$ cat config.mk
export PLATFORM = sky130hd
export DESIGN_NAME = sipo_frame_ctrl
export DESIGN_NICKNAME = d
export VERILOG_FILES = /design/src/rtl/sipo_frame_ctrl.sv
export SDC_FILE = /design/constraint.sdc
export NUM_CORES = 1
export LEC_CHECK = 0
export ABC_CLOCK_PERIOD_IN_PS = 1770
export BUFFER_PORTS_ARGS = -buffer_cell sky130_fd_sc_hd__buf_2
export CORE_ASPECT_RATIO = 0.9
export CORE_MARGIN = 5
export CORE_UTILIZATION = 42
export DETAILED_ROUTE_END_ITERATION = 8
export HOLD_SLACK_MARGIN = 0.1
export PLACE_DENSITY_LB_ADDON = 0.2
export SKIP_LAST_GASP = 1
export SLEW_MARGIN = 5
export SYNTH_ARGS = -nofsm -noshare
export SYNTH_HDL_FRONTEND = slang
export SYNTH_SLANG_ARGS = --single-unit
$ cat constraint.sdc
create_clock -name clk -period 1.77 [get_ports clk]
set_clock_uncertainty 0.1 [all_clocks]
set_input_delay 0.177 -clock clk [delete_from_list [all_inputs] [get_ports clk]]
set_output_delay 0.177 -clock clk [all_outputs]
set_load 0.01 [all_outputs]
$ cat src/rtl/sipo_frame_ctrl.sv
// Serial-in/parallel-out frame receiver: collects WIDTH bits LSB-first after a
// start strobe and hands the word to a ready/valid consumer, flagging dropped words.
module sipo_frame_ctrl #(
  parameter  int WIDTH = 8,
  localparam int CNT_W = $clog2(WIDTH + 1)
) (
  input  logic             clk,
  input  logic             reset,
  input  logic             start,
  input  logic             bit_valid,
  input  logic             serial_in,
  input  logic             abort,
  input  logic             data_ready,
  output logic [WIDTH-1:0] data_out,
  output logic             data_valid,
  output logic             busy,
  output logic [CNT_W-1:0] bit_cnt,
  output logic             overrun
);

  typedef enum logic {
    IDLE  = 1'b0,
    SHIFT = 1'b1
  } state_t;

  state_t           state, state_d;
  logic [WIDTH-1:0] sr, sr_d;
  logic [CNT_W-1:0] cnt, cnt_d;
  logic [WIDTH-1:0] dout_d;
  logic             dv_d;
  logic             ovr_d;
  logic [WIDTH-1:0] word;

  // New bit enters at the MSB so after WIDTH shifts the first bit sits at bit 0.
  assign word = {serial_in, sr[WIDTH-1:1]};

  always_comb begin
    // NOTE: every signal gets a default before the case so no path leaves one unassigned (no latches).
    state_d = state;
    sr_d    = sr;
    cnt_d   = cnt;
    dout_d  = data_out;
    dv_d    = data_valid;
    ovr_d   = overrun;

    if (data_valid && data_ready) dv_d = 1'b0;

    unique case (state)
      IDLE: begin
        if (start) begin
          state_d = SHIFT;
          sr_d    = '0;
          cnt_d   = '0;
        end
      end
      SHIFT: begin
        if (abort) begin
          state_d = IDLE;
          sr_d    = '0;
          cnt_d   = '0;
        end else if (bit_valid) begin
          if (cnt == CNT_W'(WIDTH - 1)) begin
            state_d = IDLE;
            sr_d    = '0;
            cnt_d   = '0;
            // A consumer taking the old word this cycle frees the holding register.
            if (!data_valid || data_ready) begin
              dout_d = word;
              dv_d   = 1'b1;
            end else begin
              ovr_d  = 1'b1;
            end
          end else begin
            sr_d  = word;
            cnt_d = cnt + CNT_W'(1);
          end
        end
      end
      default: state_d = IDLE;
    endcase
  end

  // NOTE: sequential state uses non-blocking assignments so all registers update from pre-edge values.
  always_ff @(posedge clk or posedge reset) begin
    if (reset) begin
      state      <= IDLE;
      sr         <= '0;
      cnt        <= '0;
      data_out   <= '0;
      data_valid <= 1'b0;
      overrun    <= 1'b0;
    end else begin
      state      <= state_d;
      sr         <= sr_d;
      cnt        <= cnt_d;
      data_out   <= dout_d;
      data_valid <= dv_d;
      overrun    <= ovr_d;
    end
  end

  assign busy    = (state == SHIFT);
  assign bit_cnt = cnt;

endmodule

* Yosys cells after proc, flatten, opt, wreduce, memory -nomap -nowiden
Cells that the tools add are included. Widths: inputs -> output; s select.
Storage, ports and cells: register bits 23, latch bits 0, RAM bits 0, ROM bits 0, input port bits 7, memories 0
Operators by class: add/subtract/negate cells 1, multiply operators 0, divide/modulo/power cells 0, order comparisons 0, equality and inequality tests 3, shift-type cells 0, multiplexer cells 21, bitwise logic cells 3, reductions and logical operators 6
Operators with widths (number):
- $mux 8 | 4
- $mux 4 | 4
- $pmux 8 s2 | 1
- $mux 1 | 10
- $reduce_and 5->1 | 2
- $pmux 4 s2 | 1
- $add 4x1->4 const B | 1
- $eq 4x3->1 const B | 1
- $ne 3x3->1 const B | 1
- $not 1->1 | 3
- $ne 2x2->1 const B | 1
- $pmux 1 s2 | 1
- $reduce_and 2->1 | 1
- $logic_and 1x1->1 | 1
- $logic_not 1->1 | 1
- $logic_or 1x1->1 | 1

* Depth between registers and ports, before layout
word-level depth 7, mapped depth 5, mapped depth without buffers 4

* Least setup slack after synthesis
OpenSTA, ideal clock, no wires.
kind flip-flop to flip-flop, start register cnt[0], in the netlist bit_cnt[0], end register data_out[0], library setup time 0.125 ns, arrival time 1.487 ns, setup slack 0.058 ns, stages on the path, launching flop included 6, clock period less this slack 1.712 ns, cells stage by stage dfrtp_1 ha_1 and3b_4 and4_4 buf_12 mux2_4
On the way: longest elaborated chain between the ends 2
Ends and longest elaborated chain:
- start: declaration | line 28 | logic [CNT_W-1:0] cnt, cnt_d;
- start signal: assignment | line 95 | cnt <= cnt_d;
- $eq 4x3->1 | line 62 | if (cnt == CNT_W'(WIDTH - 1)) begin
- $reduce_and 5->1 (no source line)
- end signal: assignment | line 96 | data_out <= dout_d;
- end: declaration | line 14 | output logic [WIDTH-1:0] data_out,
No other way between the ends. A chain may end at the register's enable or synchronous reset.

* Worst setup path in the final report
start input port abort, end register data_out[6]
On the way: longest elaborated chain between the ends 2
Ends and longest elaborated chain:
- start: declaration | line 12 | input logic abort,
- $not 1->1 (no source line)
- $reduce_and 5->1 (no source line)
No other way between the ends.

==> results_dict.tcl <==
set metrics [dict create \
    ys_ff_latch 22 \
    crit_slowest_cell "sky130_fd_sc_hd__dlygate4sd3_1" \
    routed-via-count 670 \
    synth-seq-area-share 0.5521 \
    fraction_of_registers_with_async_set_reset 1.000 \
    core_region_area_mm2 0.002222 \
    max_slew.worst_pin.slew_ns 0.4211 \
    post_drt_via_cell_ratio 5.234 \
    power_switching_uw 253.6 \
    detailedRoute.firstPassIterationCount 4 \
    syn_avg_cell_area_um2 14.66 \
    drv_slew 0 \
    start_util 0.4488 \
    synth_area_um2 997.2 \
    finalSetupViolCount 0 \
    first_global_vias 701 \
    htree_num_levels 1 \
    antenna_cells_inserted 0 \
    final.period_utilization 0.9604 \
    critical_path_required_ns 1.87 \
    number_of_nets_in_the_final_layout 110 \
    critPathMaxStageDelay_ns 0.53 \
    clk_root_buffer_cell "sky130_fd_sc_hd__clkbuf_4" \
    syn2layout_area_growth_pct 23.46 \
    power.internal_uw 734.8 \
    grt_remaining_overflow 0 \
    top_fanout_value_on_the_critical_path 8 \
    cpLargestDelayFamily "buffers and inverters" \
    synth_fp_nets 76 \
    netlist-cell-type-count 28 \
    clock_latency_ns 0.30 \
    worstHoldPathType "primary input to asynchronous set/reset pin" \
    die_w_um 61.36 \
    drive_above_1_share 0.4752 \
    cts_tree "yes" \
    synth_edf_count 0 \
    netlist_instances 68 \
    timing.critical_path.arrival_ns 1.80 \
    switching_share 0.2566 \
    worstSetupEndpointType "flip-flop" \
    totalNegativeSetupSlack_ns 0 \
    antenna_left 0 \
    die_outline_area_mm2 0.003450 \
    sequentialPowerShare 0.548 \
    route.detailed.drc 0 \
    power_density_mw_per_mm2 802.8 \
    ctsLongestPathBuffers 2 \
    largest_net_degree_at_the_start_of_global_routing 23 \
    final_period_minus_worst_setup_slack_ns 1.700 \
    grt_usage 0.1251 \
    final_hold_viol_count 0 \
    post-synth-top-area-fraction 0.5521 \
    critical_path.n_buffers_inverters 2 \
    synth_largest_area_cell "sky130_fd_sc_hd__dfrtp_1" \
    drtIter0Drc 16 \
    synth_flop_cell "sky130_fd_sc_hd__dfrtp_1" \
    gp_congestion 0.7508 \
    slew-limit-headroom 0.7180 \
    finalCoreUtilization 0.5541 \
    fmax_ghz 0.5882 \
    criticalPathCategory "primary input to flip-flop" \
    route.detailed.wl_per_inst_um 14.54 \
    antenna_found_initial 0 \
    combPwrFrac 0.176 \
    synth_warnings 0 \
    hpwl_um 1363 \
    netlist_top_cells_area "sky130_fd_sc_hd__dfrtp_1 55%, sky130_fd_sc_hd__mux2_4 14%, sky130_fd_sc_hd__a22o_2 4.0%, sky130_fd_sc_hd__a22o_1 3.5%, sky130_fd_sc_hd__nor4_4 2.1%" \
    hold_ws_ns 0.3347 \
    worstSetupStartpointType "primary input" \
    grt_pass1_wl_um 3229 \
    max_cap_violations 0 \
    clk_transition_reported_paths_ns 0.12 \
    result_of_the_run "finished, final reports clean" \
    port-buffer-count 21 \
    clock_sinks 22 \
    cts_inserted_buffers 3 \
    timing.critical_path.cells "dlygate4sd3_1 > buf_2 > nor2b_2 > and4_4 > mux2_4" \
    rsz_0062_raised_after_global_routing "no" \
    die_height_um 56.23 \
    core.rowCount 16 \
    part_of_the_power_in_the_clock_network 0.276 \
    floorplan.io_pins 22 \
    detail_route.wirelength_um 1861 \
    worst_ir_drop_vdd_uv 524.1 \
    leakage_component_of_the_power_nw 0.6546 \
]
==> worst reg2reg max path, stage by stage, from the launching register on <==
cell and delay [ns]:
sky130_fd_sc_hd__dfrtp_1 0.37, sky130_fd_sc_hd__ha_1 0.19, sky130_fd_sc_hd__and3b_4 0.25, sky130_fd_sc_hd__and4_4 0.34, sky130_fd_sc_hd__mux2_4 0.32
==> logic make-up (layout without fill, tap and decap cells) <==
family / count (synthesis) / after routing / synth area share
AND/OR/NAND/NOR: 17 / 17 / 0.1330
adder cells (fa/ha/maj): 1 / 1 / 0.01255
AO/OA/AOI/OAI: 14 / 14 / 0.1167
multiplexers: 10 / 10 / 0.1468
buffers and inverters: 4 / 37 / 0.03890
flip-flops: 22 / 22 / 0.5521
==> cells in the mapped netlist, drive strengths merged, types with 2 or more instances <==
cell    number
a22o         8
nor2         2
dfrtp       22
buf          2
inv          2
nand3        3
nand2b       2
mux2        10
==> flip-flops by register name (all words and copies together), names as in the netlist <==
name and cells:
bit_cnt 4, sr 7, data_valid 1, data_out 8
overrun 1, busy 1
==> layout make-up <==
class	count	area, um^2
clock buffers	4	36.28
multi-input cells	42	407.9
well taps	27	33.78
inverters	2	7.507
flip-flops and latches	22	550.5
repair buffers	31	195.2
fillers	192	991.0
==> placed cells by master, fill, tap and decap left out, drive strengths merged, types with 2 or more instances in the layout <==
cell type / count
a22o: 8
inv: 2
nor2: 2
mux2: 10
buf: 25
dfrtp: 22
dlygate4sd3: 6
nand3: 3
clkbuf: 4
nand2b: 2
==> final timing paths <==
kind,startpoint,end,slack (ns),cells after the start
min in group clk,overrun,overrun,0.41,1
max in group asynchronous,reset,data_out[3],1.02,4
worst min register to register,overrun,overrun,0.41,1
worst max-delay path,abort,data_out[6],0.07,5
worst max register to register,bit_cnt[0],data_out[6],0.10,4
worst min-delay path,reset,overrun,0.33,4
==> power groups by stage <==
stage          combinational [mW]  sequential (mW)  clock, mW
3_5_place_dp                0.165            0.551          0
6_report                    0.174            0.541      0.273
2_1_floorplan              0.0960            0.561          0
3_3_place_gp                0.163            0.550          0
4_1_cts                     0.176            0.541      0.281
5_1_grt                     0.193            0.545      0.311
==> through the flow <==
step	std cells	worst slack, ns	instance area, um^2	power (mW)
finish	128	0.07001	1231	0.9884
global placement	118	0.1459	1135	0.7130
global route	128	0.02112	1231	1.048
floorplan	68	0.05815	997.2	0.6570
CTS	128	0.07287	1231	0.9979
detailed placement	118	0.1051	1135	0.7166
==> what timing repair did <==
| action | in CTS | in global routing |
|---|---|---|
| buffers inserted | 0 | 0 |
| hold buffers | 6 | 0 |
| gates resized for setup | 0 | 0 |
| endpoints found under the hold margin | 27 | 0 |
==> per-layer routing <==
metal,track usage,up-vias,part of all wire
met5,0,-,0
met4,0.03636,0,0.0081
met3,0.04872,2,0.064
met2,0.1918,19,0.46
met1,0.1609,331,0.47
li1,-,318,-
Note: power is estimated with default switching activity, not from simulation.
